<file path="src/rtl/ser_pkg.sv">
// Shared constants and state encodings for the ser_port serial peripheral.
// Register map, status bit positions and the RX/TX FSM state enums.
package ser_pkg;

    localparam logic [1:0] SER_REG_STATUS = 2'd0;
    localparam logic [1:0] SER_REG_RXDATA = 2'd1;
    localparam logic [1:0] SER_REG_TXDATA = 2'd2;
    localparam logic [1:0] SER_REG_COUNT  = 2'd3;

    localparam int SER_ST_RX_READY  = 0;
    localparam int SER_ST_TX_READY  = 1;
    localparam int SER_ST_FRAME_ERR = 2;
    localparam int SER_ST_OVERRUN   = 3;

    typedef enum logic [1:0] {
        RX_IDLE,
        RX_START,
        RX_DATA,
        RX_STOP
    } rx_state_e;

    typedef enum logic [1:0] {
        TX_IDLE,
        TX_START,
        TX_DATA,
        TX_STOP
    } tx_state_e;

    function automatic logic [7:0] ser_status(input logic overrun, input logic frame_err,
                                              input logic tx_ready, input logic rx_ready);
        logic [7:0] s;
        s                   = 8'h00;
        s[SER_ST_OVERRUN]   = overrun;
        s[SER_ST_FRAME_ERR] = frame_err;
        s[SER_ST_TX_READY]  = tx_ready;
        s[SER_ST_RX_READY]  = rx_ready;
        return s;
    endfunction

endpackage

</file>
<file path="src/rtl/ser_fifo.sv">
// Synchronous FIFO; push/pop take effect at the clock edge, head is shown the following cycle.
// A push while full is dropped unless a pop happens in the same cycle; pop on empty is ignored.
module ser_fifo
    import ser_pkg::*;
#(
    parameter int WIDTH      = 8,
    parameter int DEPTH_LOG2 = 4
) (
    input  logic                  clk,
    input  logic                  reset,
    input  logic                  push_i,
    input  logic [WIDTH-1:0]      push_dat_i,
    input  logic                  pop_i,
    output logic [WIDTH-1:0]      head_o,
    output logic                  full_o,
    output logic                  empty_o,
    output logic [DEPTH_LOG2:0]   count_o
);

    localparam int DEPTH = 1 << DEPTH_LOG2;
    localparam logic [DEPTH_LOG2:0] FULL_CNT = (DEPTH_LOG2 + 1)'(DEPTH);

    logic [WIDTH-1:0]      mem_q [DEPTH];
    logic [DEPTH_LOG2-1:0] wr_ptr_q, wr_ptr_d;
    logic [DEPTH_LOG2-1:0] rd_ptr_q, rd_ptr_d;
    logic [DEPTH_LOG2:0]   cnt_q, cnt_d;
    logic                  do_push;
    logic                  do_pop;

    assign empty_o = (cnt_q == '0);
    assign full_o  = (cnt_q == FULL_CNT);
    assign count_o = cnt_q;
    assign head_o  = mem_q[rd_ptr_q];

    // A same-cycle pop frees the slot, so a full FIFO can still accept the push.
    assign do_pop  = pop_i & ~empty_o;
    assign do_push = push_i & (~full_o | do_pop);

    always_comb begin
        wr_ptr_d = wr_ptr_q;
        rd_ptr_d = rd_ptr_q;
        cnt_d    = cnt_q;
        if (do_push) wr_ptr_d = wr_ptr_q + DEPTH_LOG2'(1);
        if (do_pop)  rd_ptr_d = rd_ptr_q + DEPTH_LOG2'(1);
        case ({do_push, do_pop})
            2'b10:   cnt_d = cnt_q + (DEPTH_LOG2 + 1)'(1);
            2'b01:   cnt_d = cnt_q - (DEPTH_LOG2 + 1)'(1);
            default: cnt_d = cnt_q;
        endcase
    end

    always_ff @(posedge clk or posedge reset) begin
        if (reset) begin
            wr_ptr_q <= '0;
            rd_ptr_q <= '0;
            cnt_q    <= '0;
        end else begin
            wr_ptr_q <= wr_ptr_d;
            rd_ptr_q <= rd_ptr_d;
            cnt_q    <= cnt_d;
        end
    end

    always_ff @(posedge clk) begin
        if (do_push) mem_q[wr_ptr_q] <= push_dat_i;
    end

endmodule

</file>
<file path="src/rtl/ser_port.sv">
// 8N1 serial port: RX into a FIFO, TX from a one-byte holding register, 4-register bus slave.
// RX byte visible 1 cycle after stop sample; TX writes while busy are dropped (no backpressure).
module ser_port
    import ser_pkg::*;
#(
    parameter int BIT_CYCLES    = 434,
    parameter int RX_DEPTH_LOG2 = 4
) (
    input  logic       clk,
    input  logic       reset,
    input  logic       en,
    input  logic       wr,
    input  logic [1:0] addr,
    input  logic [7:0] data_in,
    output logic [7:0] data_out,
    input  logic       rxd,
    output logic       txd,
    output logic       rx_ready,
    output logic       tx_ready
);

    localparam int CW = $clog2(BIT_CYCLES);
    localparam logic [CW-1:0] BIT_LAST  = CW'(BIT_CYCLES - 1);
    localparam logic [CW-1:0] HALF_LAST = CW'(BIT_CYCLES / 2 - 1);

    logic      rxd_meta_q, rxd_sync_q, rxd_prev_q;
    logic      rx_fall;
    rx_state_e rx_state_q, rx_state_d;
    logic [CW-1:0] rx_cnt_q, rx_cnt_d;
    logic [2:0]    rx_bit_q, rx_bit_d;
    logic [7:0]    rx_sh_q, rx_sh_d;
    logic          rx_push;
    logic          frame_set;

    tx_state_e tx_state_q, tx_state_d;
    logic [CW-1:0] tx_cnt_q, tx_cnt_d;
    logic [2:0]    tx_bit_q, tx_bit_d;
    logic [7:0]    tx_sh_q, tx_sh_d;
    logic          txd_q, txd_d;
    logic          tx_accept;

    logic frame_err_q, frame_err_d;
    logic overrun_q, overrun_d;
    logic overrun_set;
    logic clr_frame, clr_overrun;
    logic fifo_pop;
    logic fifo_full, fifo_empty;
    logic [7:0] fifo_head;
    logic [RX_DEPTH_LOG2:0] fifo_count;

    assign rx_fall  = rxd_prev_q & ~rxd_sync_q;
    assign tx_ready = (tx_state_q == TX_IDLE);
    assign rx_ready = ~fifo_empty;
    assign txd      = txd_q;

    // Bus decode
    assign fifo_pop    = en & ~wr & (addr == SER_REG_RXDATA);
    assign tx_accept   = en & wr & (addr == SER_REG_TXDATA) & tx_ready;
    assign clr_frame   = en & wr & (addr == SER_REG_STATUS) & data_in[SER_ST_FRAME_ERR];
    assign clr_overrun = en & wr & (addr == SER_REG_STATUS) & data_in[SER_ST_OVERRUN];

    assign overrun_set = rx_push & fifo_full & ~fifo_pop;
    // A new error in the same cycle as its clear wins.
    assign frame_err_d = (frame_err_q & ~clr_frame) | frame_set;
    assign overrun_d   = (overrun_q & ~clr_overrun) | overrun_set;

    always_comb begin
        case (addr)
            SER_REG_STATUS: data_out = ser_status(overrun_q, frame_err_q, tx_ready, rx_ready);
            SER_REG_RXDATA: data_out = fifo_empty ? 8'h00 : fifo_head;
            SER_REG_COUNT:  data_out = 8'(fifo_count);
            default:        data_out = 8'h00;
        endcase
    end

    always_comb begin
        rx_state_d = rx_state_q;
        rx_cnt_d   = rx_cnt_q + CW'(1);
        rx_bit_d   = rx_bit_q;
        rx_sh_d    = rx_sh_q;
        rx_push    = 1'b0;
        frame_set  = 1'b0;
        case (rx_state_q)
            RX_IDLE: begin
                rx_cnt_d = '0;
                if (rx_fall) rx_state_d = RX_START;
            end
            RX_START: begin
                if (rx_cnt_q == HALF_LAST) begin
                    rx_cnt_d   = '0;
                    rx_bit_d   = '0;
                    rx_state_d = rxd_sync_q ? RX_IDLE : RX_DATA;
                end
            end
            RX_DATA: begin
                if (rx_cnt_q == BIT_LAST) begin
                    rx_cnt_d = '0;
                    rx_sh_d  = {rxd_sync_q, rx_sh_q[7:1]};
                    rx_bit_d = rx_bit_q + 3'd1;
                    if (rx_bit_q == 3'd7) rx_state_d = RX_STOP;
                end
            end
            RX_STOP: begin
                if (rx_cnt_q == BIT_LAST) begin
                    rx_cnt_d   = '0;
                    rx_state_d = RX_IDLE;
                    rx_push    = rxd_sync_q;
                    frame_set  = ~rxd_sync_q;
                end
            end
            default: rx_state_d = RX_IDLE;
        endcase
    end

    always_comb begin
        tx_state_d = tx_state_q;
        tx_cnt_d   = tx_cnt_q + CW'(1);
        tx_bit_d   = tx_bit_q;
        tx_sh_d    = tx_sh_q;
        case (tx_state_q)
            TX_IDLE: begin
                tx_cnt_d = '0;
                if (tx_accept) begin
                    tx_sh_d    = data_in;
                    tx_state_d = TX_START;
                end
            end
            TX_START: begin
                if (tx_cnt_q == BIT_LAST) begin
                    tx_cnt_d   = '0;
                    tx_bit_d   = '0;
                    tx_state_d = TX_DATA;
                end
            end
            TX_DATA: begin
                if (tx_cnt_q == BIT_LAST) begin
                    tx_cnt_d = '0;
                    tx_sh_d  = {1'b0, tx_sh_q[7:1]};
                    tx_bit_d = tx_bit_q + 3'd1;
                    if (tx_bit_q == 3'd7) tx_state_d = TX_STOP;
                end
            end
            TX_STOP: begin
                if (tx_cnt_q == BIT_LAST) begin
                    tx_cnt_d   = '0;
                    tx_state_d = TX_IDLE;
                end
            end
            default: tx_state_d = TX_IDLE;
        endcase
        // Line level follows the next state so txd changes on the same edge as the FSM.
        case (tx_state_d)
            TX_START: txd_d = 1'b0;
            TX_DATA:  txd_d = tx_sh_d[0];
            default:  txd_d = 1'b1;
        endcase
    end

    always_ff @(posedge clk or posedge reset) begin
        if (reset) begin
            rxd_meta_q  <= 1'b1;
            rxd_sync_q  <= 1'b1;
            rxd_prev_q  <= 1'b1;
            rx_state_q  <= RX_IDLE;
            rx_cnt_q    <= '0;
            rx_bit_q    <= '0;
            rx_sh_q     <= '0;
            tx_state_q  <= TX_IDLE;
            tx_cnt_q    <= '0;
            tx_bit_q    <= '0;
            tx_sh_q     <= '0;
            txd_q       <= 1'b1;
            frame_err_q <= 1'b0;
            overrun_q   <= 1'b0;
        end else begin
            rxd_meta_q  <= rxd;
            rxd_sync_q  <= rxd_meta_q;
            rxd_prev_q  <= rxd_sync_q;
            rx_state_q  <= rx_state_d;
            rx_cnt_q    <= rx_cnt_d;
            rx_bit_q    <= rx_bit_d;
            rx_sh_q     <= rx_sh_d;
            tx_state_q  <= tx_state_d;
            tx_cnt_q    <= tx_cnt_d;
            tx_bit_q    <= tx_bit_d;
            tx_sh_q     <= tx_sh_d;
            txd_q       <= txd_d;
            frame_err_q <= frame_err_d;
            overrun_q   <= overrun_d;
        end
    end

    ser_fifo #(
        .WIDTH      (8),
        .DEPTH_LOG2 (RX_DEPTH_LOG2)
    ) u_rx_fifo (
        .clk        (clk),
        .reset      (reset),
        .push_i     (rx_push),
        .push_dat_i (rx_sh_q),
        .pop_i      (fifo_pop),
        .head_o     (fifo_head),
        .full_o     (fifo_full),
        .empty_o    (fifo_empty),
        .count_o    (fifo_count)
    );

endmodule

</file>
<file path="config.mk">
export PLATFORM = sky130hd
export DESIGN_NAME = ser_port
export DESIGN_NICKNAME = d
export VERILOG_FILES = /design/src/rtl/ser_pkg.sv /design/src/rtl/ser_fifo.sv /design/src/rtl/ser_port.sv
export SDC_FILE = /design/constraint.sdc
export NUM_CORES = 1
export LEC_CHECK = 0
export ABC_AREA = 1
export CORE_MARGIN = 8
export CORE_UTILIZATION = 50
export DETAILED_ROUTE_END_ITERATION = 8
export DONT_BUFFER_PORTS = 1
export MAX_ROUTING_LAYER = met4
export PLACE_DENSITY = 0.61
export SLEW_MARGIN = 30
export SYNTH_ARGS = -nofsm -noshare
export SYNTH_HDL_FRONTEND = slang
export SYNTH_HIERARCHICAL = 1
export SYNTH_SLANG_ARGS = --single-unit
</file>
<file path="constraint.sdc">
create_clock -name clk -period 5.95 [get_ports clk]
set_input_delay 1.19 -clock clk [delete_from_list [all_inputs] [get_ports clk]]
set_output_delay 1.19 -clock clk [all_outputs]
set_load 0.005 [all_outputs]
</file>
[Yosys cells after proc, flatten, opt, wreduce, memory -nomap -nowiden]
Memory sizes are Yosys's and may differ from the RTL's.
Index checks and enable logic that the tools add are counted.
Word-level totals
  register bits: 63
  memory bits (writable): 128
  input bits: 15
  output and inout port bits: 11
  word-level logic and storage cells: 131
  memories: 1
Memory list
  u_rx_fifo.mem_q: depth 16, width 8, rd ports 1, clocked after Yosys merged registers in 0, write ports 1, line ser_fifo.sv:23  | logic [WIDTH-1:0] mem_q [DEPTH];
Operators by class
  add/sub/neg operators: 8
  equal/unequal tests: 27
  muxes and demuxes: 37
  bitwise logic cells: 25
  reductions and logical operators: 15
Operators with widths (count)
  $mux W9: 3
  $pmux W9 S3: 1
  $mux W8: 3
  $pmux W8 S3: 1
  $mux W2: 11
  $add A9 B1 Y9 const B: 2
  $eq A9 B9 Y1 const B: 2
  $pmux W9 S2: 1
  $eq A2 B2 Y1 const B: 8
  $pmux W2 S4: 2
  $pmux W8 S2: 1
  $and A1 B1 Y1: 15
  $ne A2 B2 Y1 const B: 7
  $mux W3: 4
  $pmux W3 S2: 2
  $eq A2 B1 Y1 const B: 5
  $pmux W5 S2: 1
  $eq A9 B8 Y1 const B: 1
  $reduce_and A3 Y1: 3
  $add A4 B1 Y4 const B: 2
  $reduce_bool A2 Y1: 4
  $not A1 Y1: 7
  $add A3 B1 Y3 const B: 2
  $eq A3 B3 Y1 const B: 2
  other kinds (13): 22

[Logic depth before layout (Yosys ltp)]
Gate-level depths: netlist (run 1).
  word-level depth: 8
  depth in mapped cells: 18
  gate-level depth less buffers: 18

[Modules after synthesis]
Netlist (run 1), hierarchy kept.
By module, submodules not included
  ser_fifo: times used 1, cells an instance 481, area each 5962.0 µm², seq. area each 4169.0 µm²
  ser_port: times used 1, cells an instance 319, area each 2648.8 µm², seq. area each 1256.2 µm²

[Worst setup path before layout (run 1)]
No wires, ideal clock.
  path type: input to register
  start point: input addr[0]
  end point: register u_rx_fifo.cnt_q[4], in the netlist u_rx_fifo/count_o[4]
  setup time: 0.113 ns
  arrival: 3.034 ns
  required time: 5.837 ns
  setup slack: 2.803 ns
  cell stages on the path: 13
  buffers on the path: 0
  cells stage by stage: inv_1 nor2_1 nand2_1 nor2_1 nand3_2 fa_1 o21ai_0 a21o_1 nand2_1 nand2_1 nand2_1 nand2_1 inv_1
Between the ends
  cells in the longest elaborated chain, start to end: 7
  elaborated cells on any way between the ends: 9
  classes of those cells: 3 x eq/ne; 1 x mux; 4 x bitwise; 1 x reduce/logical
RTL lines
  start, declared: line ser_port.sv:13  | input logic [1:0] addr,
  $eq A2 B1 Y1 (*): line ser_port.sv:57  | assign fifo_pop = en & ~wr & (addr == SER_REG_RXDATA);
  $and A1 B1 Y1 (*): line ser_port.sv:57
  named net fifo_pop: line ser_port.sv:46  | logic fifo_pop;
  $and A1 B1 Y1 (*): line ser_fifo.sv:36  | assign do_pop = pop_i & ~empty_o;
  $or A1 B1 Y1: line ser_fifo.sv:37  | assign do_push = push_i & (~full_o | do_pop);
  $and A1 B1 Y1: line ser_fifo.sv:37
  $eq A2 B1 Y1 or $eq A2 B2 Y1 (tied branches): line ser_fifo.sv:45  | case ({do_push, do_pop})
  $pmux W5 S2 or $reduce_bool A2 Y1 (tied branches)
  end signal, assigned: line ser_fifo.sv:60  | cnt_q <= cnt_d;
  end, declared: line ser_fifo.sv:26  | logic [DEPTH_LOG2:0] cnt_q, cnt_d;
The timed path passes the listed nets; every way through them passes the cells marked *.
A chain may end at the register's enable or synchronous reset.

[Final worst setup path (run 1)]
  start point: register u_rx_fifo.rd_ptr_q[2]
  end point: output data_out[0]
Between the ends
  cells in the longest elaborated chain, start to end: 3
RTL lines
  start, declared: line ser_fifo.sv:25  | logic [DEPTH_LOG2-1:0] rd_ptr_q, rd_ptr_d;
  start signal, assigned: line ser_fifo.sv:59  | rd_ptr_q <= rd_ptr_d;
  $mem_v2 Z16 W8
  named net fifo_head[0]: line ser_port.sv:48  | logic [7:0] fifo_head;
  $mux W8: line ser_port.sv:70  | SER_REG_RXDATA: data_out = fifo_empty ? 8'h00 : fifo_head;
  $pmux W8 S3: line ser_port.sv:68  | case (addr)
  end, declared: line ser_port.sv:15  | output logic [7:0] data_out,
The timed path passes the listed nets, and every way through them passes these cells.

==> run_summary.xml, run 1 <==
<?xml version="1.0" encoding="UTF-8"?>
<metrics>
  <group name="finish">
    <metric name="final_net_count" unit="">830</metric>
    <metric name="number_of_diodes" unit="">0</metric>
    <metric name="area_growth_syn_to_layout" unit="%">8.341</metric>
    <metric name="num-fill-cells" unit="">1482</metric>
    <metric name="final_core_utilization" unit="">0.5469</metric>
    <metric name="layout-drive-gt1-share" unit="">0.1198</metric>
  </group>
  <group name="power_and_ir_drop">
    <metric name="power_frac_comb" unit="">0.274</metric>
    <metric name="power.sequential.fraction" unit="">0.431</metric>
    <metric name="ir_drop" unit="mV">0.2183</metric>
    <metric name="static-leakage-power" unit="uW">0.003952</metric>
    <metric name="p_sw" unit="uW">1305</metric>
    <metric name="share_clk_of_total_power" unit="">0.295</metric>
    <metric name="internal-power" unit="uW">2320</metric>
    <metric name="power_density" unit="mW/mm^2">388.6</metric>
    <metric name="switching_part_of_the_total" unit="">0.3599</metric>
  </group>
  <group name="floorplanning">
    <metric name="die_h" unit="um">147.2</metric>
    <metric name="die_x" unit="um">147.2</metric>
    <metric name="initial_core_util" unit="">0.5048</metric>
    <metric name="floorplan.die_area" unit="mm^2">0.02168</metric>
    <metric name="core_area" unit="mm^2">0.01706</metric>
    <metric name="top_level_ports" unit="">26</metric>
    <metric name="num_rows" unit="">48</metric>
  </group>
  <group name="synthesis">
    <metric name="netlist_area" unit="mm^2">0.008611</metric>
    <metric name="synthTopCellsByCount" unit="">sky130_fd_sc_hd__nor2_1, sky130_fd_sc_hd__nand2_1, sky130_fd_sc_hd__edfxtp_1</metric>
    <metric name="postSynthAreaPerCell" unit="um^2">10.76</metric>
    <metric name="postSynthCellCount" unit="">800</metric>
    <metric name="synth_top_area_share" unit="">0.4464</metric>
    <metric name="yosysSeqAreaShare" unit="">0.6300</metric>
    <metric name="synth_edf_count" unit="">128</metric>
    <metric name="netlist_top_cells_area" unit="">sky130_fd_sc_hd__edfxtp_1, sky130_fd_sc_hd__dfrtp_1, sky130_fd_sc_hd__nor2_1, sky130_fd_sc_hd__nand2_1, sky130_fd_sc_hd__o21ai_0</metric>
    <metric name="synth_fp_nets" unit="">833</metric>
    <metric name="netlist.top_cell.by_area" unit="">sky130_fd_sc_hd__edfxtp_1</metric>
    <metric name="synth_most_common_cell" unit="">sky130_fd_sc_hd__nor2_1</metric>
    <metric name="synth.distinct_cells" unit="">44</metric>
    <metric name="ys_seq_elements" unit="">191</metric>
    <metric name="synth_async_sr_flop_share" unit="">0.3298</metric>
    <metric name="ys_flop_type" unit="">sky130_fd_sc_hd__edfxtp_1</metric>
    <metric name="synth_warnings" unit="">6</metric>
  </group>
  <group name="grt">
    <metric name="grt.total_usage" unit="">0.1865</metric>
    <metric name="grt_overflow_total" unit="">0</metric>
    <metric name="antenna_violations_before_repair" unit="">0</metric>
    <metric name="grt_pass1_vias" unit="">5787</metric>
    <metric name="grt_max_degree" unit="">74</metric>
    <metric name="first_pass_grt_wire_length" unit="um">30460</metric>
  </group>
  <group name="route">
    <metric name="wire_length_reported_by_the_detailed_router" unit="um">18970</metric>
    <metric name="firstDrtPassIters" unit="">6</metric>
    <metric name="detailroute.via_count" unit="">5720</metric>
    <metric name="remaining_drc_errors" unit="">0</metric>
    <metric name="avgRoutedWirePerCell" unit="um">18.33</metric>
    <metric name="drt_iter0_markers" unit="">473</metric>
    <metric name="vias_per_std_cell" unit="">5.527</metric>
    <metric name="ant_nets" unit="">0</metric>
  </group>
  <group name="clocking">
    <metric name="post_cts.resized_instances" unit="">0</metric>
    <metric name="numCtsBuffers" unit="">17</metric>
    <metric name="cts.clk_slew.worst_paths" unit="ns">0.07</metric>
    <metric name="cts_max_path_bufs" unit="">2</metric>
    <metric name="post_cts_buffers" unit="">0</metric>
    <metric name="clkLatencyLatePin" unit="ns">0.44</metric>
    <metric name="ctsRootBufferMaster" unit="">sky130_fd_sc_hd__clkbuf_16</metric>
    <metric name="tritoncts_num_sinks" unit="">191</metric>
    <metric name="cts_hold_repair.buffers" unit="">0</metric>
    <metric name="clock_tree_from_tritoncts" unit="">built</metric>
    <metric name="htree_levels" unit="">4</metric>
  </group>
  <group name="worst_setup_path">
    <metric name="cp.required" unit="ns">4.76</metric>
    <metric name="setup.worst_path.end_class" unit="">output port</metric>
    <metric name="path_common_cell" unit="">sky130_fd_sc_hd__o21ai_0</metric>
    <metric name="critical-path-top-delay-family" unit="">flip-flops</metric>
    <metric name="crit_path_top_delay_cell" unit="">sky130_fd_sc_hd__dfrtp_1</metric>
    <metric name="crit_path_max_fanout" unit="">18</metric>
    <metric name="critPathKind" unit="">flop to output port</metric>
    <metric name="critical_path.startpoint_type" unit="">flop</metric>
    <metric name="path_buf_inv" unit="">1</metric>
    <metric name="timing.critical_path.slowest_cell_delay" unit="ns">0.82</metric>
    <metric name="worst-endpoint-arrival" unit="ns">2.96</metric>
    <metric name="path_cells" unit="">clkinv_1, o211ai_1, nand3_1, nand2_1, o21ai_0, o21ai_0</metric>
  </group>
  <group name="timing">
    <metric name="count_of_final_max_slew_check_failures" unit="">0</metric>
    <metric name="layout_worst_path_cycle_share" unit="">0.6974</metric>
    <metric name="finalHoldViolations" unit="">0</metric>
    <metric name="timing.clock.skew" unit="ns">0.01042</metric>
    <metric name="period_needed" unit="ns">4.150</metric>
    <metric name="worstMarginPinSlew" unit="ns">1.025</metric>
    <metric name="setup-tns-final" unit="ns">0</metric>
    <metric name="achievable-frequency" unit="MHz">241.0</metric>
    <metric name="timing.slew.headroom" unit="">0.3144</metric>
    <metric name="report.final.setup_viol" unit="">0</metric>
    <metric name="grt_setup_unrepaired" unit="">false</metric>
  </group>
  <group name="flow_run">
    <metric name="cap_violations" unit="">0</metric>
  </group>
  <group name="placed_design">
    <metric name="post-dp-hpwl" unit="um">12480</metric>
    <metric name="port_buffers" unit="">0</metric>
    <metric name="routabilityCongestion" unit="">0.8442</metric>
  </group>
  <group name="worst_hold_path">
    <metric name="hold_path_class" unit="">flop to flop</metric>
  </group>
  <group name="status">
    <metric name="run_status" unit="">completed</metric>
  </group>
</metrics>
[cells in the final DEF, fill, tap and decap left out, types with 10 or more instances in the layout]
cell and count:
sky130_fd_sc_hd__nor2_1 134, sky130_fd_sc_hd__nand2_1 129, sky130_fd_sc_hd__ha_1 17, sky130_fd_sc_hd__o211ai_1 33
sky130_fd_sc_hd__o21ai_0 72, sky130_fd_sc_hd__a21oi_1 17, sky130_fd_sc_hd__nand3_1 43, sky130_fd_sc_hd__clkbuf_16 17
sky130_fd_sc_hd__inv_1 49, sky130_fd_sc_hd__dfrtp_1 58, sky130_fd_sc_hd__edfxtp_1 128, sky130_fd_sc_hd__xor2_1 10
sky130_fd_sc_hd__inv_2 13
[cells by family after synthesis]
logic type	count (synthesis)	share of synthesized area
compound gates	142	0.1004
xor+xnor	13	0.01410
fa+ha+maj	18	0.02703
buf+inv	91	0.04577
flops	191	0.6301
simple gates	345	0.1826
[power groups by stage]
stage / Clock, uW / Sequential (uW) / Combinational, uW
6_report: 1070 / 1560 / 995
2_1_floorplan: 0 / 1520 / 809
5_1_grt: 1140 / 1570 / 1110
4_1_cts: 1090 / 1560 / 994
3_5_place_dp: 0 / 1590 / 988
3_3_place_gp: 0 / 1580 / 980
[area by class of cell]
type	count	area, um^2	area share
Sequential cell	191	5426	0.5817
Multi-Input combinational cell	518	2794	0.2995
Clock buffer	17	425.4	0.04560
Tap cell	225	281.5	0.03018
Inverter	66	255.2	0.02736
Clock inverter	15	123.9	0.01328
Timing Repair Buffer	3	22.52	0.002414
[worst paths after layout]
check                                       from                endpoint  slack, ns  depth (start not counted)
setup / recovery           u_rx_fifo/rd_ptr_q[2]             data_out[0]       1.80                          6
max in group asynchronous                  reset              rx_sh_q[4]       4.68                          2
min in group asynchronous                  reset    u_rx_fifo/count_o[0]       0.69                          1
hold / removal                        rxd_meta_q              rxd_sync_q       0.36                          0
hold reg to reg                       rxd_meta_q              rxd_sync_q       0.36                          0
setup reg to reg                     rx_cnt_q[1]  u_rx_fifo/mem_q[10][2]       2.88                         10
[metrics by stage]
step | cell area (um^2) | worst slack, ns | total power [uW] | std cells | hold slack [ns]
floorplan | 8611 | 2.803 | 2334 | 800 | 0.3452
detailed placement | 8777 | 2.360 | 2576 | 1003 | 0.3475
global placement | 8775 | 2.366 | 2565 | 1003 | 0.3477
finish | 9329 | 1.800 | 3625 | 1035 | 0.3572
global route | 9329 | 1.614 | 3819 | 1035 | 0.3640
CTS | 9326 | 1.873 | 3643 | 1035 | 0.3580
[flip-flops by register name, indices dropped and copies added, names as in the netlist, 2 cells and up, named ones only]
signal / flops
rx_bit_q: 3
rx_cnt_q: 9
rx_sh_q: 8
tx_bit_q: 3
tx_cnt_q: 9
tx_sh_q: 8
tx_state_q: 2
u_rx_fifo/count_o: 5
u_rx_fifo/mem_q: 128
u_rx_fifo/rd_ptr_q: 4
u_rx_fifo/wr_ptr_q: 4
[per-layer routing]
layer,up-vias,track usage,part of all wire
met3,30,0.04368,0.055
met1,2828,0.2270,0.43
met5,-,-,0
met2,149,0.3005,0.49
li1,2713,-,-
met4,0,0.06527,0.021
No activity file was read; power rests on OpenSTA's default activity.
==> run 2: changes to the inputs <==
==> constraint.sdc (replaced) <==
create_clock -name clk -period 4.25 [get_ports clk]
set_input_delay 0.85 -clock clk [delete_from_list [all_inputs] [get_ports clk]]
set_output_delay 0.85 -clock clk [all_outputs]
set_load 0.005 [all_outputs]
==> run 2 against run 1 <==
Critical path depth up 1. Flip-flop and latch count unchanged. Combinational power rose by 49%. Largest cell class unchanged. Count of clock-buffer cells in the layout unchanged. Global-route usage fell by 0.53 points. Core utilization rose by 0.43 points. Power increased by 44%. Register-to-register slack got worse by 1.6 ns. First-iteration DRC count fell by 28%.
==> run_summary.xml, run 2 (synthesis gave the netlist of run 1 again) <==
<?xml version="1.0" encoding="UTF-8"?>
<metrics>
  <group name="status">
    <metric name="run_status" unit="">completed</metric>
  </group>
  <group name="finish">
    <metric name="number_of_diodes" unit="">0</metric>
    <metric name="final_net_count" unit="">834</metric>
    <metric name="largest_registers" unit="">u_rx_fifo/mem_q (128), rx_cnt_q (9), tx_cnt_q (9)</metric>
    <metric name="layout-drive-gt1-share" unit="">0.1241</metric>
    <metric name="most_frequent_cells_in_the_layout" unit="">sky130_fd_sc_hd__nor2_1, sky130_fd_sc_hd__nand2_1, sky130_fd_sc_hd__edfxtp_1</metric>
    <metric name="largest_register" unit="">u_rx_fifo/mem_q</metric>
    <metric name="total_area_of_multi_input_combinational_cells" unit="mm^2">0.002791</metric>
    <metric name="layout_commonest_cell" unit="">sky130_fd_sc_hd__nor2_1</metric>
    <metric name="seq_area" unit="mm^2">0.005426</metric>
    <metric name="num-fill-cells" unit="">1486</metric>
    <metric name="final_core_utilization" unit="">0.5513</metric>
    <metric name="largest_reg_flops" unit="">128</metric>
    <metric name="area_growth_syn_to_layout" unit="%">9.198</metric>
  </group>
  <group name="flow_run">
    <metric name="cap_violations" unit="">0</metric>
  </group>
  <group name="clocking">
    <metric name="clock_tree_from_tritoncts" unit="">built</metric>
    <metric name="htree_levels" unit="">4</metric>
    <metric name="cts_max_path_bufs" unit="">2</metric>
    <metric name="ctsRootBufferMaster" unit="">sky130_fd_sc_hd__clkbuf_16</metric>
    <metric name="cts.clk_slew.worst_paths" unit="ns">0.07</metric>
    <metric name="numCtsBuffers" unit="">17</metric>
    <metric name="cts_hold_repair.buffers" unit="">0</metric>
    <metric name="post_cts_buffers" unit="">0</metric>
    <metric name="tritoncts_num_sinks" unit="">191</metric>
    <metric name="post_cts.resized_instances" unit="">0</metric>
    <metric name="clkLatencyLatePin" unit="ns">0.43</metric>
  </group>
  <group name="timing">
    <metric name="finalHoldViolations" unit="">0</metric>
    <metric name="layout_worst_path_cycle_share" unit="">0.7922</metric>
    <metric name="period_needed" unit="ns">3.367</metric>
    <metric name="timing.clock.skew" unit="ns">0.009422</metric>
    <metric name="report.final.setup_viol" unit="">0</metric>
    <metric name="achievable-frequency" unit="MHz">297.0</metric>
    <metric name="timing.slew.headroom" unit="">0.5020</metric>
    <metric name="count_of_final_max_slew_check_failures" unit="">0</metric>
    <metric name="setup-tns-final" unit="ns">0</metric>
    <metric name="grt_setup_unrepaired" unit="">false</metric>
    <metric name="worstMarginPinSlew" unit="ns">0.7470</metric>
  </group>
  <group name="worst_setup_path">
    <metric name="cp.depth" unit="">7</metric>
    <metric name="timing.rr.start" unit="">rx_cnt_q[1]</metric>
    <metric name="timing.critical_path.slowest_cell_delay" unit="ns">0.56</metric>
    <metric name="cp.required" unit="ns">3.40</metric>
    <metric name="worst_r2r_endpoint" unit="">u_rx_fifo/count_o[4]</metric>
    <metric name="setup.worst_path.end_class" unit="">output port</metric>
    <metric name="critical_path.startpoint_type" unit="">flop</metric>
    <metric name="worst-endpoint-arrival" unit="ns">2.52</metric>
    <metric name="timing.critical_path.to" unit="">data_out[0]</metric>
    <metric name="path_common_cell" unit="">sky130_fd_sc_hd__o21ai_0</metric>
    <metric name="path_cells" unit="">buf_4, o21ai_0, o211ai_1, nand3_1, nand2_1, o21ai_0, o21ai_0</metric>
    <metric name="critPathKind" unit="">flop to output port</metric>
    <metric name="reg2reg_setup_slack" unit="ns">1.32</metric>
    <metric name="cp-startpoint" unit="">u_rx_fifo/rd_ptr_q[0]</metric>
    <metric name="critical-path-top-delay-family" unit="">compound AO/OA/AOI/OAI gates</metric>
    <metric name="path_buf_inv" unit="">1</metric>
    <metric name="crit_path_top_delay_cell" unit="">sky130_fd_sc_hd__buf_4</metric>
    <metric name="reg2regPathDepth" unit="">18</metric>
    <metric name="crit_path_max_fanout" unit="">73</metric>
  </group>
  <group name="floorplanning">
    <metric name="floorplan.die_area" unit="mm^2">0.02168</metric>
    <metric name="die_x" unit="um">147.2</metric>
    <metric name="num_rows" unit="">48</metric>
    <metric name="die_h" unit="um">147.2</metric>
    <metric name="top_level_ports" unit="">26</metric>
    <metric name="initial_core_util" unit="">0.5048</metric>
    <metric name="core_area" unit="mm^2">0.01706</metric>
  </group>
  <group name="power_and_ir_drop">
    <metric name="ir_drop" unit="mV">0.3536</metric>
    <metric name="static-leakage-power" unit="uW">0.003993</metric>
    <metric name="total_power" unit="uW">5222</metric>
    <metric name="power_density" unit="mW/mm^2">555.3</metric>
  </group>
  <group name="placed_design">
    <metric name="routabilityCongestion" unit="">0.8967</metric>
    <metric name="post-dp-hpwl" unit="um">12390</metric>
    <metric name="port_buffers" unit="">0</metric>
  </group>
  <group name="route">
    <metric name="avgRoutedWirePerCell" unit="um">17.81</metric>
    <metric name="remaining_drc_errors" unit="">0</metric>
    <metric name="wire_length_reported_by_the_detailed_router" unit="um">18500</metric>
    <metric name="vias_per_std_cell" unit="">5.421</metric>
    <metric name="ant_nets" unit="">0</metric>
    <metric name="detailroute.via_count" unit="">5632</metric>
    <metric name="drt_iter0_markers" unit="">341</metric>
    <metric name="firstDrtPassIters" unit="">5</metric>
  </group>
  <group name="worst_hold_path">
    <metric name="hold_path_class" unit="">primary input to asynchronous set/reset pin</metric>
  </group>
  <group name="grt">
    <metric name="antenna_violations_before_repair" unit="">0</metric>
    <metric name="grt_max_degree" unit="">74</metric>
    <metric name="grt_overflow_total" unit="">0</metric>
    <metric name="grt_pass1_vias" unit="">5674</metric>
    <metric name="first_pass_grt_wire_length" unit="um">30200</metric>
    <metric name="grt.total_usage" unit="">0.1812</metric>
  </group>
</metrics>
run 2: stage by stage:
stage	hold WS [ns]	area, um^2	cells	setup slack (ns)
floorplan	0.3452	8611	800	1.443
global route	0.2961	9403	1039	0.6789
CTS	0.2693	9403	1039	0.8823
detailed placement	0.3550	8805	1007	1.053
global placement	0.3542	8805	1007	1.258
finish	0.2784	9403	1039	0.8830
run 2: worst register-to-register path, cell delays in order (launching register included):
cell                      delay, ns
sky130_fd_sc_hd__dfrtp_1       0.40
sky130_fd_sc_hd__inv_1         0.08
sky130_fd_sc_hd__ha_1          0.14
sky130_fd_sc_hd__nand2_1       0.06
sky130_fd_sc_hd__nor2_1        0.18
sky130_fd_sc_hd__nand2_2       0.17
sky130_fd_sc_hd__nor3_2        0.40
sky130_fd_sc_hd__inv_1         0.10
sky130_fd_sc_hd__nand3_2       0.17
sky130_fd_sc_hd__inv_1         0.10
sky130_fd_sc_hd__ha_1          0.32
sky130_fd_sc_hd__inv_1         0.05
sky130_fd_sc_hd__o21ai_0       0.21
sky130_fd_sc_hd__a21o_1        0.16
sky130_fd_sc_hd__nand2_1       0.07
sky130_fd_sc_hd__nand2_1       0.07
sky130_fd_sc_hd__nand2_1       0.05
sky130_fd_sc_hd__nand2_1       0.05
sky130_fd_sc_hd__inv_1         0.03
run 2: cell type report:
cell class,count,share of cell area
Multi-Input combinational cell,518,0.2969
Timing Repair Buffer,7,0.005589
Clock buffer,17,0.04524
Inverter,66,0.02688
Sequential cell,191,0.5771
Tap cell,225,0.02994
Clock inverter,15,0.01836
run 2: worst min-delay path by stage:
stage                     from     endpoint
finish                   reset  tx_bit_q[2]
global route             reset   tx_sh_q[3]
CTS                      reset   tx_sh_q[2]
detailed placement  rxd_meta_q   rxd_sync_q
global placement    rxd_meta_q   rxd_sync_q
floorplan           rxd_meta_q   rxd_sync_q
run 2: layer usage:
metal  part of all wire  track usage
met2               0.49       0.2846
met5                  0            -
met3              0.046      0.03845
met1               0.45       0.2326
met4              0.012      0.05507
run 2: power by group:
group          internal [uW]  total, uW  switching (uW)  leakage (uW)
sequential              2040       2130            97.7       0.00225
combinational            468       1480            1010       0.00146
clock                    885       1610             721      0.000285
total                   3390       5220            1830       0.00399
==> run 3: changes to the inputs <==
--- a/config.mk
+++ b/config.mk
@@ -11,7 +11,7 @@
 export DETAILED_ROUTE_END_ITERATION = 8
 export DONT_BUFFER_PORTS = 1
 export MAX_ROUTING_LAYER = met4
-export PLACE_DENSITY = 0.61
+export PLACE_DENSITY = 0.64
 export SLEW_MARGIN = 30
 export SYNTH_ARGS = -nofsm -noshare
 export SYNTH_HDL_FRONTEND = slang
==> constraint.sdc (replaced) <==
create_clock -name clk -period 2.84 [get_ports clk]
set_input_delay 0.568 -clock clk [delete_from_list [all_inputs] [get_ports clk]]
set_output_delay 0.568 -clock clk [all_outputs]
set_load 0.005 [all_outputs]
==> run 3 against run 2 <==
Clock power grew 45%. Sequential share of layout area shrank 1.7 points. Via count grew 2.9%. Final cell count grew 2.5%. Register-to-register slack lost 1.0 ns. Die area is the same. Routed wire length grew 2.6%. Final area grew 3.1%. Critical path type unchanged. Highest routed layer unchanged.
==> run_summary.xml, run 3 (synthesis gave the netlist of run 1 again) <==
<?xml version="1.0" encoding="UTF-8"?>
<metrics>
  <group name="route">
    <metric name="ant_nets" unit="">0</metric>
    <metric name="firstDrtPassIters" unit="">5</metric>
    <metric name="vias_per_std_cell" unit="">5.444</metric>
    <metric name="detailroute.via_count" unit="">5798</metric>
    <metric name="wire_length_reported_by_the_detailed_router" unit="um">18980</metric>
    <metric name="avgRoutedWirePerCell" unit="um">17.82</metric>
    <metric name="drt_iter0_markers" unit="">521</metric>
    <metric name="remaining_drc_errors" unit="">0</metric>
  </group>
  <group name="status">
    <metric name="run_status" unit="">completed</metric>
  </group>
  <group name="floorplanning">
    <metric name="core_area" unit="mm^2">0.01706</metric>
    <metric name="die_x" unit="um">147.2</metric>
    <metric name="num_rows" unit="">48</metric>
    <metric name="floorplan.die_area" unit="mm^2">0.02168</metric>
    <metric name="initial_core_util" unit="">0.5048</metric>
    <metric name="top_level_ports" unit="">26</metric>
    <metric name="die_h" unit="um">147.2</metric>
  </group>
  <group name="clocking">
    <metric name="numCtsBuffers" unit="">17</metric>
    <metric name="ctsRootBufferMaster" unit="">sky130_fd_sc_hd__clkbuf_16</metric>
    <metric name="cts.clk_slew.worst_paths" unit="ns">0.07</metric>
    <metric name="clock_tree_from_tritoncts" unit="">built</metric>
    <metric name="cts_hold_repair.buffers" unit="">0</metric>
    <metric name="htree_levels" unit="">4</metric>
    <metric name="clkLatencyLatePin" unit="ns">0.43</metric>
    <metric name="tritoncts_num_sinks" unit="">191</metric>
    <metric name="cts_max_path_bufs" unit="">2</metric>
  </group>
  <group name="finish">
    <metric name="largest_register" unit="">u_rx_fifo/mem_q</metric>
    <metric name="layout-drive-gt1-share" unit="">0.1560</metric>
    <metric name="largest_registers" unit="">u_rx_fifo/mem_q (128), rx_cnt_q (9), tx_cnt_q (9)</metric>
    <metric name="largest_reg_flops" unit="">128</metric>
    <metric name="final_net_count" unit="">860</metric>
    <metric name="finish.cell_count_without_fillers" unit="">1065</metric>
    <metric name="area_growth_syn_to_layout" unit="%">12.54</metric>
    <metric name="most_frequent_cells_in_the_layout" unit="">sky130_fd_sc_hd__nor2_1, sky130_fd_sc_hd__nand2_1, sky130_fd_sc_hd__edfxtp_1</metric>
    <metric name="layout_commonest_cell" unit="">sky130_fd_sc_hd__nor2_1</metric>
    <metric name="num-fill-cells" unit="">1431</metric>
    <metric name="number_of_diodes" unit="">0</metric>
  </group>
  <group name="worst_setup_path">
    <metric name="critPathKind" unit="">flop to output port</metric>
    <metric name="critical_path.startpoint_type" unit="">flop</metric>
    <metric name="path_buf_inv" unit="">2</metric>
    <metric name="path_cells" unit="">buf_4, clkbuf_16, o21ai_0, o211ai_1, nand3_1, nand2_1, nand2_1, nand3_1</metric>
    <metric name="worst-endpoint-arrival" unit="ns">2.17</metric>
    <metric name="timing.critical_path.slowest_cell_delay" unit="ns">0.47</metric>
    <metric name="setup.worst_path.end_class" unit="">output port</metric>
    <metric name="cp.required" unit="ns">2.27</metric>
    <metric name="crit_path_max_fanout" unit="">18</metric>
    <metric name="critical-path-top-delay-family" unit="">simple AND/OR/NAND/NOR gates</metric>
    <metric name="crit_path_top_delay_cell" unit="">sky130_fd_sc_hd__dfrtp_2</metric>
  </group>
  <group name="grt">
    <metric name="grt.total_usage" unit="">0.1787</metric>
    <metric name="grt_overflow_total" unit="">0</metric>
    <metric name="grt_max_degree" unit="">74</metric>
    <metric name="grt_pass1_vias" unit="">5628</metric>
    <metric name="antenna_violations_before_repair" unit="">0</metric>
    <metric name="first_pass_grt_wire_length" unit="um">29560</metric>
  </group>
  <group name="power_and_ir_drop">
    <metric name="total_power" unit="uW">8060</metric>
    <metric name="power_density" unit="mW/mm^2">831.8</metric>
    <metric name="static-leakage-power" unit="uW">0.004167</metric>
    <metric name="ir_drop" unit="mV">0.4881</metric>
  </group>
  <group name="timing">
    <metric name="period_needed" unit="ns">2.739</metric>
    <metric name="worstMarginPinSlew" unit="ns">0.7152</metric>
    <metric name="layout_worst_path_cycle_share" unit="">0.9646</metric>
    <metric name="finalHoldViolations" unit="">0</metric>
    <metric name="report.final.setup_viol" unit="">0</metric>
    <metric name="achievable-frequency" unit="MHz">365.0</metric>
    <metric name="count_of_final_max_slew_check_failures" unit="">0</metric>
    <metric name="timing.slew.headroom" unit="">0.5232</metric>
    <metric name="fin_ws" unit="ns">0.1006</metric>
    <metric name="timing.clock.skew" unit="ns">0.006781</metric>
  </group>
  <group name="placed_design">
    <metric name="post-dp-hpwl" unit="um">12060</metric>
    <metric name="routabilityCongestion" unit="">0.8452</metric>
    <metric name="placed_cells_incl_taps" unit="">1028</metric>
    <metric name="place_worst_setup_slack" unit="ns">0.2863</metric>
    <metric name="port_buffers" unit="">0</metric>
  </group>
  <group name="flow_run">
    <metric name="cap_violations" unit="">0</metric>
  </group>
  <group name="worst_hold_path">
    <metric name="hold_path_class" unit="">primary input to asynchronous set/reset pin</metric>
  </group>
</metrics>
==> run 3: changes by cell type in the layout (fill, tap and decap cells not counted), sizes merged <==
cell | before | now
inv | 72 | 67
clkinv | 4 | 9
clkinvlp | 3 | 1
buf | 7 | 30
clkbuf | 17 | 22
==> run 3: routing by layer <==
metal,track usage,wire (um),vias up
met1,0.2214,8027,2796
met3,0.04153,1257,38
met5,-,0,-
li1,-,-,2781
met4,0.07088,461,0
met2,0.2800,9228,183
==> run 3: path summary, 6_finish.rpt <==
| check | from | end | slack, ns | depth (start not counted) |
|---|---|---|---|---|
| hold / removal | reset | u_rx_fifo/count_o[1] | 0.09 | 1 |
| setup reg to reg | rx_cnt_q[1] | u_rx_fifo/count_o[4] | 0.30 | 18 |
| min in group clk | rxd | rxd_meta_q | 0.13 | 0 |
| hold reg to reg | rxd_meta_q | rxd_sync_q | 0.36 | 0 |
| max in group asynchronous | reset | rx_sh_q[5] | 2.32 | 1 |
| setup / recovery | u_rx_fifo/rd_ptr_q[0] | data_out[2] | 0.10 | 8 |
==> run 3: through the flow <==
stage           TNS (ns)    util  hold WS [ns]  area, um^2
6_report               0  0.5681       0.08668        9691
3_5_place_dp           0  0.5271        0.3481        8990
5_1_grt        -0.009497  0.5681        0.1097        9691
4_1_cts                0  0.5612       0.08967        9572
2_1_floorplan          0       -        0.3452        8611
3_3_place_gp           0  0.5269        0.3478        8987
==> run 3: final cells by class <==
type                            instances  area [um^2]  area share
Clock buffer                           19        442.9     0.04571
Clock inverter                         13        136.4     0.01407
Inverter                               66        267.8     0.02763
Multi-Input combinational cell        518         2805      0.2895
Sequential cell                       191         5428      0.5601
Tap cell                              225        281.5     0.02905
Timing Repair Buffer                   33        329.1     0.03396
==> run 3: power breakdown <==
| group | internal (uW) | switching (uW) | leakage, uW |
|---|---|---|---|
| clock | 1320 | 1010 | 0.000285 |
| combinational | 904 | 1590 | 0.00164 |
| sequential | 3050 | 179 | 0.00224 |
==> run 3: what timing repair did <==
item | CTS | global route
setup buffers | 0 | 1
pin swaps | 0 | 3
cloned | 0 | 4
resized for setup | 1 | 13
endpoints found under the setup margin | 7 | 7
